[src/rtl/pe_feed_pkg.sv]
// pe_feed_pkg: shared FSM state type and default widths for the PE stream feeder
package pe_feed_pkg;
  localparam int DEF_DATA_WIDTH = 16;
  localparam int DEF_ADDR_WIDTH = 8;
  localparam int DEF_LEN_WIDTH  = 8;
  typedef enum logic [2:0] {IDLE, START, STREAM, DRAIN, DONE} feed_state_e;
endpackage

[src/rtl/pe_feed_skid.sv]
// pe_feed_skid: small synchronous FIFO that absorbs buffer read latency ahead of the PE
module pe_feed_skid
  import pe_feed_pkg::*;
#(
  parameter int W     = DEF_DATA_WIDTH,
  parameter int DEPTH = 2,
  localparam int PW   = (DEPTH > 1) ? $clog2(DEPTH) : 1,
  localparam int CW   = $clog2(DEPTH + 1)
) (
  input  logic          clk,
  input  logic          rst,
  input  logic          push,
  input  logic [W-1:0]  push_data,
  input  logic          pop,
  output logic [W-1:0]  head,
  output logic [CW-1:0] count,
  output logic          full,
  output logic          empty
);
  logic [W-1:0]  mem_q [DEPTH];
  logic [PW-1:0] wr_ptr_q, wr_ptr_d, rd_ptr_q, rd_ptr_d;
  logic [CW-1:0] count_q, count_d;

  function automatic logic [PW-1:0] nxt(input logic [PW-1:0] p);
    return (p == PW'(DEPTH - 1)) ? '0 : p + 1'b1;
  endfunction

  // pointer and occupancy updates; push and pop together leave the count unchanged
  always_comb begin
    wr_ptr_d = push ? nxt(wr_ptr_q) : wr_ptr_q;
    rd_ptr_d = pop ? nxt(rd_ptr_q) : rd_ptr_q;
    count_d  = count_q + CW'(push) - CW'(pop);
  end

  // storage and pointers, cleared on reset so the head is never X
  always_ff @(posedge clk or negedge rst) begin
    if (!rst) begin
      for (int i = 0; i < DEPTH; i++) mem_q[i] <= '0;
      wr_ptr_q <= '0;
      rd_ptr_q <= '0;
      count_q  <= '0;
    end else begin
      if (push) mem_q[wr_ptr_q] <= push_data;
      wr_ptr_q <= wr_ptr_d;
      rd_ptr_q <= rd_ptr_d;
      count_q  <= count_d;
    end
  end

  assign head  = mem_q[rd_ptr_q];
  assign count = count_q;
  assign full  = count_q == CW'(DEPTH);
  assign empty = count_q == '0;
endmodule

[src/rtl/pe_stream_feeder.sv]
// pe_stream_feeder: reads a command's words from the global buffer and streams them into one PE input
// Optional PE_FEED_STRIDE_EN adds cmd_stride; otherwise consecutive addresses are read.
module pe_stream_feeder
  import pe_feed_pkg::*;
#(
  parameter int DATA_WIDTH = DEF_DATA_WIDTH,
  parameter int ADDR_WIDTH = DEF_ADDR_WIDTH,
  parameter int LEN_WIDTH  = DEF_LEN_WIDTH,
  parameter int SKID_DEPTH = 2
) (
  input  logic                  clk,
  input  logic                  rst,
  input  logic                  cmd_valid,
  output logic                  cmd_ready,
  input  logic [ADDR_WIDTH-1:0] cmd_base_addr,
  input  logic [LEN_WIDTH-1:0]  cmd_len,
  input  logic                  cmd_full_column,
`ifdef PE_FEED_STRIDE_EN
  input  logic [ADDR_WIDTH-1:0] cmd_stride,
`endif
  output logic                  buf_rd_en,
  output logic [ADDR_WIDTH-1:0] buf_rd_addr,
  input  logic [DATA_WIDTH-1:0] buf_rd_data,
  output logic                  pe_start_load,
  output logic                  pe_load_full_column,
  output logic [DATA_WIDTH-1:0] pe_data,
  output logic                  pe_data_en,
  input  logic                  pe_fifo_full,
  output logic                  busy,
  output logic                  done
);
  localparam int CW = $clog2(SKID_DEPTH + 1);
  localparam int OW = CW + 1;

  feed_state_e state_q, state_d;
  logic [LEN_WIDTH-1:0]  len_q, len_d, rd_cnt_q, rd_cnt_d, tx_cnt_q, tx_cnt_d;
  logic [ADDR_WIDTH-1:0] addr_q, addr_d, stride;
  logic [DATA_WIDTH-1:0] last_q, last_d, head;
  logic                  fc_q, fc_d, infl_q, infl_d;
  logic                  rd_en, pop, skid_full, skid_empty;
  logic [CW-1:0]         count;
  logic [OW-1:0]         occ;

  pe_feed_skid #(.W(DATA_WIDTH), .DEPTH(SKID_DEPTH)) u_skid (
    .clk       (clk),
    .rst       (rst),
    .push      (infl_q),
    .push_data (buf_rd_data),
    .pop       (pop),
    .head      (head),
    .count     (count),
    .full      (skid_full),
    .empty     (skid_empty)
  );

`ifdef PE_FEED_STRIDE_EN
  logic [ADDR_WIDTH-1:0] stride_q, stride_d;
  assign stride_d = (cmd_ready && cmd_valid) ? cmd_stride : stride_q;
  // stride is captured together with the rest of the command
  always_ff @(posedge clk or negedge rst) begin
    if (!rst) stride_q <= '0;
    else      stride_q <= stride_d;
  end
  assign stride = stride_q;
`else
  assign stride = ADDR_WIDTH'(1);
`endif

  // a word popped this cycle frees its slot, so it is not counted against the next read
  assign pop   = !skid_empty && !pe_fifo_full;
  assign occ   = OW'(count) + OW'(infl_q) - OW'(pop);
  assign rd_en = (state_q == STREAM) && (rd_cnt_q < len_q) && (occ < OW'(SKID_DEPTH)) && !(skid_full && !pop);

  // next-state, command latching, read/transfer counters and held output word
  always_comb begin
    state_d  = state_q;
    len_d    = len_q;
    fc_d     = fc_q;
    addr_d   = rd_en ? addr_q + stride : addr_q;
    rd_cnt_d = rd_cnt_q + LEN_WIDTH'(rd_en);
    tx_cnt_d = tx_cnt_q + LEN_WIDTH'(pop);
    infl_d   = rd_en;
    last_d   = pop ? head : last_q;
    case (state_q)
      IDLE: if (cmd_valid) begin
        len_d    = cmd_len;
        fc_d     = cmd_full_column;
        addr_d   = cmd_base_addr;
        rd_cnt_d = '0;
        tx_cnt_d = '0;
        state_d  = (cmd_len == '0) ? DONE : START;
      end
      START:   state_d = STREAM;
      STREAM:  state_d = (rd_cnt_d == len_q) ? DRAIN : STREAM;
      DRAIN:   state_d = (tx_cnt_d == len_q) ? DONE : DRAIN;
      default: state_d = IDLE;
    endcase
  end

  // state and datapath registers; reset abandons any transfer in progress
  always_ff @(posedge clk or negedge rst) begin
    if (!rst) begin
      state_q  <= IDLE;
      len_q    <= '0;
      fc_q     <= 1'b0;
      addr_q   <= '0;
      rd_cnt_q <= '0;
      tx_cnt_q <= '0;
      infl_q   <= 1'b0;
      last_q   <= '0;
    end else begin
      state_q  <= state_d;
      len_q    <= len_d;
      fc_q     <= fc_d;
      addr_q   <= addr_d;
      rd_cnt_q <= rd_cnt_d;
      tx_cnt_q <= tx_cnt_d;
      infl_q   <= infl_d;
      last_q   <= last_d;
    end
  end

  assign cmd_ready           = state_q == IDLE;
  assign busy                = state_q != IDLE;
  assign pe_start_load       = state_q == START;
  assign done                = state_q == DONE;
  assign pe_load_full_column = fc_q && (state_q inside {START, STREAM, DRAIN});
  assign buf_rd_en           = rd_en;
  assign buf_rd_addr         = addr_q;
  assign pe_data_en          = pop;
  assign pe_data             = pop ? head : last_q;
endmodule

[config.mk]
export PLATFORM = sky130hd
export DESIGN_NAME = pe_stream_feeder
export DESIGN_NICKNAME = d
export VERILOG_FILES = /design/src/rtl/pe_feed_pkg.sv /design/src/rtl/pe_feed_skid.sv /design/src/rtl/pe_stream_feeder.sv
export SDC_FILE = /design/constraint.sdc
export NUM_CORES = 1
export LEC_CHECK = 0
export ABC_AREA = 1
export BUFFER_PORTS_ARGS = -buffer_cell sky130_fd_sc_hd__buf_4
export CORE_ASPECT_RATIO = 0.75
export CORE_MARGIN = 1.5
export CORE_UTILIZATION = 30
export CTS_CLUSTER_SIZE = 16
export DETAILED_ROUTE_END_ITERATION = 6
export SLEW_MARGIN = 0
export SYNTH_ARGS = -nofsm -noshare
export SYNTH_HDL_FRONTEND = slang
export SYNTH_HIERARCHICAL = 1
export SYNTH_SLANG_ARGS = --single-unit
[constraint.sdc]
create_clock -name clk -period 6.15 [get_ports clk]
set_input_delay 1.23 -clock clk [delete_from_list [all_inputs] [get_ports clk]]
set_output_delay 1.23 -clock clk [all_outputs]
set_load 0.1 [all_outputs]
==> impl_metrics.env, run 1 <==
export IMPL_finalMaxSlewViolations=0
export IMPL_status="finished clean"
export IMPL_wl_mm=10.6
export IMPL_timing_setup_tns_ns=0
export IMPL_worst_setup_path_startpoint="pe_fifo_full"
export IMPL_grt_use_met2_pct=20.0
export IMPL_maxCapViolCount=0
export IMPL_post_cts_setup_buffer_count=0
export IMPL_routabilityCongestion=0.776
export IMPL_postSynthNetCount=679
export IMPL_placeableCoreArea_mm2=0.0159
export IMPL_timing_critical_path_slowest_stage_cell="sky130_fd_sc_hd__fa_1"
export IMPL_initial_core_util_pct=30.6
export IMPL_grt_antenna_before_repair=0
export IMPL_layout_nets=741
export IMPL_maxClockFrequency_mhz=203
export IMPL_tritoncts_clock_tree="done"
export IMPL_number_of_sinks_handled_by_clock_tree_synthesis=89
export IMPL_met3_usage_pct=4.35
export IMPL_synth_adder_area_share_pct=4.01
export IMPL_number_of_core_rows=40
export IMPL_synthMuxAreaShare_pct=0
export IMPL_req_time_crit_path_ns=4.92
export IMPL_finalSetupViolCount=0
export IMPL_yosysUniqueCellTypes=33
export IMPL_grt_overflow_total=0
export IMPL_clock_tree_buffer_depth=2
export IMPL_detailedPlacementHpwl_mm=7.59
export IMPL_worst_hold_startpoint="last_q[6]"
export IMPL_synthToLayoutAreaGrowth_pct=19.7
export IMPL_synth_ff_latch_count=89
export IMPL_timing_slew_headroom_pct=38.6
export IMPL_clk_pin_slew_ns=0.06
export IMPL_grt_start_max_net_pins=72
export IMPL_wire_length_of_the_first_global_routing_pass_mm=17.8
export IMPL_critical_path_top_delay_family="simple AND/OR/NAND/NOR gates"
export IMPL_timing_final_hold_violations=0
export IMPL_die_area_mm2=0.0170
export IMPL_most_frequent_cells_in_the_layout="sky130_fd_sc_hd__nand2_1 (215), sky130_fd_sc_hd__inv_1 (95), sky130_fd_sc_hd__dfrtp_1 (89)"
export IMPL_synth_xor_area_share_pct=1.62
export IMPL_synth_top_cell_area_share_pct=45.8
export IMPL_final_common_cell="sky130_fd_sc_hd__nand2_1"
export IMPL_portBuffers=67
export IMPL_hold_path_class="reg -> reg"
export IMPL_worst_path_cell_chain="buf_4 -> inv_1 -> nand2_2 -> nor2_1 -> o21ai_0 -> fa_1 -> xnor2_1 -> nand2_2 -> a211oi_4 -> nand2_4 -> clkinv_2 -> buf_4"
export IMPL_synth_top_cell_by_area="sky130_fd_sc_hd__dfrtp_1"
export IMPL_drt_initial_drc_count=168
export IMPL_critical_path_buf_inv_count=4
export IMPL_root_buffer="sky130_fd_sc_hd__clkbuf_16"
export IMPL_worstSetupStartpointType="input port"
export IMPL_ys_warn_count=6
export IMPL_globalRoute_busiestLayer="met2"
export IMPL_tightest_slew_ns=0.922
export IMPL_worst_clock_skew_ns=0.00354
export IMPL_fp_dieH_um=113
export IMPL_synth_cells=627
export IMPL_io_pin_count=68
export IMPL_drt_pre_antenna_iters=4
export IMPL_end_kind="output port"
export IMPL_die_outline_width_um=150
export IMPL_post_cts_resized_instances=0
export IMPL_critical_path_reg2reg_startpoint="u_skid/count[1]"
export IMPL_worstSetupPathType="in -> out"
export IMPL_clock_insertion_delay_worst_skew_ns=0.35
export IMPL_syn_area_per_cell_um2=7.75
export IMPL_drcViolationCount=0
export IMPL_postRouteAntennaNets=0
export IMPL_slowest_delay_ns=0.39
export IMPL_hold_buffers=0
export IMPL_grt_setup_unrepaired="no"
export IMPL_cp_max_fo=19
export IMPL_total_via_count_after_detailed_routing=3873
export IMPL_global_route_usage_met1_pct=18.6
export IMPL_yosys_top_cells_area="sky130_fd_sc_hd__dfrtp_1 (46%), sky130_fd_sc_hd__nand2_1 (17%), sky130_fd_sc_hd__inv_1 (7.3%)"
export IMPL_n_diodes=0
export IMPL_worst_hold_slack_ns=0.480
export IMPL_yosys_area_share_simple_pct=28.2
export IMPL_first_global_vias=3661
export IMPL_detail_route_vias_per_cell=4.28
export IMPL_post_route_min_period_ns=4.92
export IMPL_synth_top_family_by_area="simple AND/OR/NAND/NOR gates"
export IMPL_timing_critical_path_arrival_ns=3.69
export IMPL_wire_per_inst_um=11.7
export IMPL_final_layout_size_suffix_gt1_share_pct=18.9
export IMPL_global_route_usage_total_pct=13.5
export IMPL_synth_area_mm2=0.00486
export IMPL_synth_compound_area_share_pct=9.75
export IMPL_timing_final_crit_share_pct=80.0
export IMPL_tritoncts_num_buffers=9
export IMPL_synth_seq_area_share_pct=45.8
export IMPL_maximum_level_of_the_cts_h_tree=3
synth_stat cells:
library cell,number
sky130_fd_sc_hd__xor2_1,3
sky130_fd_sc_hd__xnor2_1,6
sky130_fd_sc_hd__nand4_1,7
sky130_fd_sc_hd__nand2_4,2
sky130_fd_sc_hd__fa_1,1
sky130_fd_sc_hd__nor2_1,33
sky130_fd_sc_hd__nand2_1,215
sky130_fd_sc_hd__buf_6,7
sky130_fd_sc_hd__o21ai_0,26
sky130_fd_sc_hd__nand3_1,46
sky130_fd_sc_hd__a21oi_1,10
sky130_fd_sc_hd__nor3b_1,1
sky130_fd_sc_hd__a21oi_2,1
sky130_fd_sc_hd__nor2_2,5
sky130_fd_sc_hd__nor3_1,1
sky130_fd_sc_hd__clkinv_2,1
sky130_fd_sc_hd__and2_1,1
sky130_fd_sc_hd__o21ai_1,11
sky130_fd_sc_hd__clkbuf_1,2
sky130_fd_sc_hd__o21ai_2,24
sky130_fd_sc_hd__clkbuf_2,2
sky130_fd_sc_hd__buf_4,2
sky130_fd_sc_hd__or2_2,5
sky130_fd_sc_hd__inv_1,95
sky130_fd_sc_hd__clkbuf_8,1
sky130_fd_sc_hd__nand3b_1,2
sky130_fd_sc_hd__a211oi_4,1
sky130_fd_sc_hd__buf_2,4
sky130_fd_sc_hd__inv_2,2
sky130_fd_sc_hd__nand2_2,6
sky130_fd_sc_hd__nor2_4,1
sky130_fd_sc_hd__dfrtp_1,89
sky130_fd_sc_hd__ha_1,14
area by class of cell:
cell class                      count  area, um^2
Multi-Input combinational cell    422        2120
Inverter                           98         369
Sequential cell                    89        2230
Fill cell                        1673       10100
Clock buffer                       12         246
Clock inverter                      4        76.3
Tap cell                          210         263
Timing Repair Buffer               69         518
cell families (layout without fill, tap and decap cells):
kind of cell             count (synthesis)  count (layout)
XOR/XNOR                                 9               9
buffers and inverters                  116             183
AO/OA/AOI/OAI                           73              73
adder cells (fa/ha/maj)                 15              15
flip-flops                              89              89
AND/OR/NAND/NOR                        325             325
final timing paths:
kind	endpoint	slack, ns	cells past startpoint
min reg2reg	last_q[6]	0.48	2
max in group asynchronous	u_skid/mem_q[29]	4.24	2
min	last_q[6]	0.48	2
max reg2reg	state_q[0]	2.14	22
max	buf_rd_en	1.23	12
min in group asynchronous	len_q[0]	0.75	1
layer usage:
layer,routed length [um],vias to the layer above
met1,5510,1745
met4,126,0
met3,410,6
met5,0,-
met2,4520,59
li1,-,2063
registers in the layout (all words and copies together), names as in the netlist:
register	count
u_skid/mem_q	32
last_q	16
buf_rd_addr	8
len_q	8
rd_cnt_q	8
tx_cnt_q	8
state_q	3
u_skid/count	2
fc_q	1
infl_q	1
u_skid/rd_ptr_q	1
u_skid/wr_ptr_q	1
worst register-to-register path, delay by kind of cell (launching register included):
| kind | cells | cell delay, ns |
|---|---|---|
| buffers and inverters | 2 | 0.21 |
| and+or+nand+nor | 12 | 1.59 |
| adders and majority gates | 3 | 0.74 |
| DFF | 1 | 0.46 |
| AOI/OAI and AO/OA | 4 | 0.69 |
| xor gates and xnor gates | 1 | 0.19 |
per-stage QoR:
| step | area (um^2) | setup WS [ns] | util [%] | instances |
|---|---|---|---|---|
| detailed placement | 5500 | 1.16 | 34.5 | 888 |
| floorplan | 4860 | 1.56 | - | 627 |
| global route | 5820 | 0.988 | 36.6 | 904 |
| global placement | 5500 | 1.24 | 34.5 | 888 |
| finish | 5820 | 1.23 | 36.6 | 904 |
| CTS | 5820 | 1.16 | 36.6 | 904 |
Power of run 1 is left out: the tool's default activity adds up to more than one toggle a clock period on the data nets, which glitch-free logic cannot reach.
==> run 2: changes to the inputs <==
- ABC_AREA: 1 -> 0
- clock period: 6.15 -> 5.1 ns (I/O delays scaled with it)
==> impl_metrics.env, run 2 <==
export IMPL_wire_length_of_the_first_global_routing_pass_mm=16.0
export IMPL_die_outline_width_um=144
export IMPL_syn_area_per_cell_um2=11.7
export IMPL_grt_antenna_before_repair=0
export IMPL_finalSetupViolCount=0
export IMPL_most_frequent_cells_in_the_layout="sky130_fd_sc_hd__dfrtp_1 (89), sky130_fd_sc_hd__buf_4 (71), sky130_fd_sc_hd__mux2_2 (49)"
export IMPL_number_of_sinks_handled_by_clock_tree_synthesis=89
export IMPL_synthToLayoutAreaGrowth_pct=22.8
export IMPL_final_fill_count=1404
export IMPL_maxCapViolCount=0
export IMPL_timing_slew_headroom_pct=25.7
export IMPL_global_route_usage_total_pct=13.5
export IMPL_timing_final_crit_share_pct=84.1
export IMPL_clock_insertion_delay_worst_skew_ns=0.35
export IMPL_yosys_top_cells_area="sky130_fd_sc_hd__dfrtp_1 (50%), sky130_fd_sc_hd__mux2_2 (12%), sky130_fd_sc_hd__xnor2_1 (5.7%)"
export IMPL_timing_setup_tns_ns=0
export IMPL_maximum_level_of_the_cts_h_tree=3
export IMPL_portBuffers=67
export IMPL_largest_registers="u_skid/mem_q x32, last_q x16"
export IMPL_power_frac_seq_pct=34.5
export IMPL_post_route_min_period_ns=4.29
export IMPL_synth_seq_area_share_pct=50.0
export IMPL_switchingPower_mw=1.09
export IMPL_detailedPlacementHpwl_mm=6.77
export IMPL_io_pin_count=68
export IMPL_post_cts_resized_instances=0
export IMPL_placeableCoreArea_mm2=0.0145
export IMPL_worstSetupStartpointType="input port"
export IMPL_synth_ff_latch_count=89
export IMPL_clock_tree_buffer_depth=2
export IMPL_clk_pin_slew_ns=0.06
export IMPL_yosysUniqueCellTypes=48
export IMPL_fp_dieH_um=109
export IMPL_total_via_count_after_detailed_routing=3043
export IMPL_first_global_vias=3212
export IMPL_final_common_cell="sky130_fd_sc_hd__dfrtp_1"
export IMPL_routabilityCongestion=0.802
export IMPL_die_area_mm2=0.0156
export IMPL_largest_register="u_skid/mem_q"
export IMPL_tightest_slew_ns=1.11
export IMPL_n_diodes=0
export IMPL_postSynthNetCount=434
export IMPL_drt_initial_drc_count=144
export IMPL_combinationalPowerShare_pct=39.4
export IMPL_synth_top_cell_by_area="sky130_fd_sc_hd__dfrtp_1"
export IMPL_synth_enable_flop_cells=0
export IMPL_hold_path_class="reg -> reg"
export IMPL_wire_per_inst_um=14.5
export IMPL_tritoncts_num_buffers=9
export IMPL_grt_start_max_net_pins=53
export IMPL_synth_async_reset_ratio_pct=100
export IMPL_end_kind="output port"
export IMPL_largest_reg_flops=32
export IMPL_initial_core_util_pct=30.7
export IMPL_postRouteAntennaNets=0
export IMPL_synth_area_mm2=0.00446
export IMPL_cp_max_fo=7
export IMPL_peak_supply_drop_mv=0.271
export IMPL_detail_route_vias_per_cell=4.63
export IMPL_hold_buffers=0
export IMPL_drcViolationCount=0
export IMPL_clkPwrFrac_pct=26.1
export IMPL_grt_setup_unrepaired="no"
export IMPL_number_of_core_rows=38
export IMPL_grt_overflow_total=0
export IMPL_maxClockFrequency_mhz=233
export IMPL_tritoncts_clock_tree="done"
export IMPL_timing_critical_path_arrival_ns=3.27
export IMPL_worst_clock_skew_ns=0.00348
export IMPL_timing_final_hold_violations=0
export IMPL_worstSetupPathType="in -> out"
export IMPL_wl_mm=9.55
export IMPL_root_buffer="sky130_fd_sc_hd__clkbuf_16"
export IMPL_power_internal_mw=1.50
export IMPL_synth_top_cells_by_count="sky130_fd_sc_hd__dfrtp_1 (89), sky130_fd_sc_hd__mux2_2 (49), sky130_fd_sc_hd__nand2_1 (32)"
export IMPL_worst_hold_slack_ns=0.496
export IMPL_power_density_normalized_to_cell_area_mw_per_mm2=474
export IMPL_power_leakage_nw=2.51
export IMPL_post_cts_setup_buffer_count=0
export IMPL_finalMaxSlewViolations=0
export IMPL_status="finished clean"
export IMPL_swShare_pct=42.2
export IMPL_layout_nets=504
export IMPL_synth_cells=382
export IMPL_final_layout_size_suffix_gt1_share_pct=33.0
export IMPL_synth_most_common_cell="sky130_fd_sc_hd__dfrtp_1"
export IMPL_req_time_crit_path_ns=4.08
export IMPL_synth_top_flop_cell="sky130_fd_sc_hd__dfrtp_1"
export IMPL_drt_pre_antenna_iters=4
export IMPL_synth_top_cell_area_share_pct=50.0
export IMPL_ys_warn_count=6
-- run 2: cell types whose count changed in the layout (fill, tap and decap cells not counted), sizes merged, moves of 4 or more --
cell / change
nand2: -190
inv: -80
a21oi: -4
nand4: -5
xnor2: +23
or2: -5
nand3: -33
nor2: -14
nor4: +4
nor3: +6
o21ai: -44
mux2: +64
-- run 2: metal layers --
layer / vias to the layer above / wire (um) / track usage, %
met5: - / 0 / 0
met4: 0 / 99 / 3.50
met3: 8 / 332 / 4.21
met2: 43 / 4510 / 22.1
met1: 1512 / 4610 / 17.3
li1: 1480 / - / -
-- run 2: worst max-delay path, cell delays in order --
cell and delay, ns:
sky130_fd_sc_hd__buf_4 0.12, sky130_fd_sc_hd__nor3_1 0.26, sky130_fd_sc_hd__o21ai_0 0.18, sky130_fd_sc_hd__fa_1 0.50, sky130_fd_sc_hd__and4b_1 0.18, sky130_fd_sc_hd__o2111ai_1 0.29
sky130_fd_sc_hd__a21oi_2 0.23, sky130_fd_sc_hd__buf_4 0.19, sky130_fd_sc_hd__buf_4 0.30
-- run 2: stage by stage --
step	instances	cell area [um^2]	setup WS (ns)	total power [mW]	utilization [%]
floorplan	382	4460	0.00695	1.72	-
global placement	641	5170	0.628	1.93	35.6
detailed placement	641	5170	0.525	1.95	35.6
CTS	657	5470	0.793	2.64	37.7
global route	657	5470	0.486	2.74	37.7
finish	657	5470	0.811	2.59	37.7
-- run 2: area by class of cell --
class	count	area [um^2]	area share, %
Clock buffer	9	225	4.12
Clock inverter	7	78.8	1.44
Inverter	15	56.3	1.03
Multi-Input combinational cell	266	2100	38.4
Sequential cell	89	2230	40.7
Tap cell	200	250	4.57
Timing Repair Buffer	71	533	9.74
-- run 2: power by group through the flow --
| stage | logic (mW) | clock network, mW | registers [mW] |
|---|---|---|---|
| after floorplan | 0.857 | 0 | 0.865 |
| after CTS | 1.04 | 0.701 | 0.898 |
| after global routing | 1.08 | 0.740 | 0.914 |
| after global placement | 1.02 | 0 | 0.904 |
| after detailed placement | 1.04 | 0 | 0.910 |
| final | 1.02 | 0.677 | 0.896 |
-- run 2: final timing paths --
check                                start    endpoint  slack (ns)  depth (start not counted)
setup / recovery              pe_fifo_full   buf_rd_en        0.81                          9
hold / removal                   last_q[2]   last_q[2]        0.50                          1
setup reg to reg           u_skid/count[1]  state_q[0]        1.02                         14
hold reg to reg                  last_q[2]   last_q[2]        0.50                          1
max in group asynchronous              rst    len_q[6]        3.43                          2
min in group asynchronous              rst  last_q[11]        0.72                          1
-- run 2: cells by family after synthesis --
family / after synthesis / share of synthesized area (%)
AND/OR/NAND/NOR: 106 / 11.7
buffers and inverters: 27 / 3.06
adder cells (fa/ha/maj): 15 / 4.38
XOR/XNOR: 36 / 7.38
multiplexers: 65 / 17.2
AO/OA/AOI/OAI: 44 / 6.29
flip-flops: 89 / 50.0
Power figures use the tool's default switching activity.
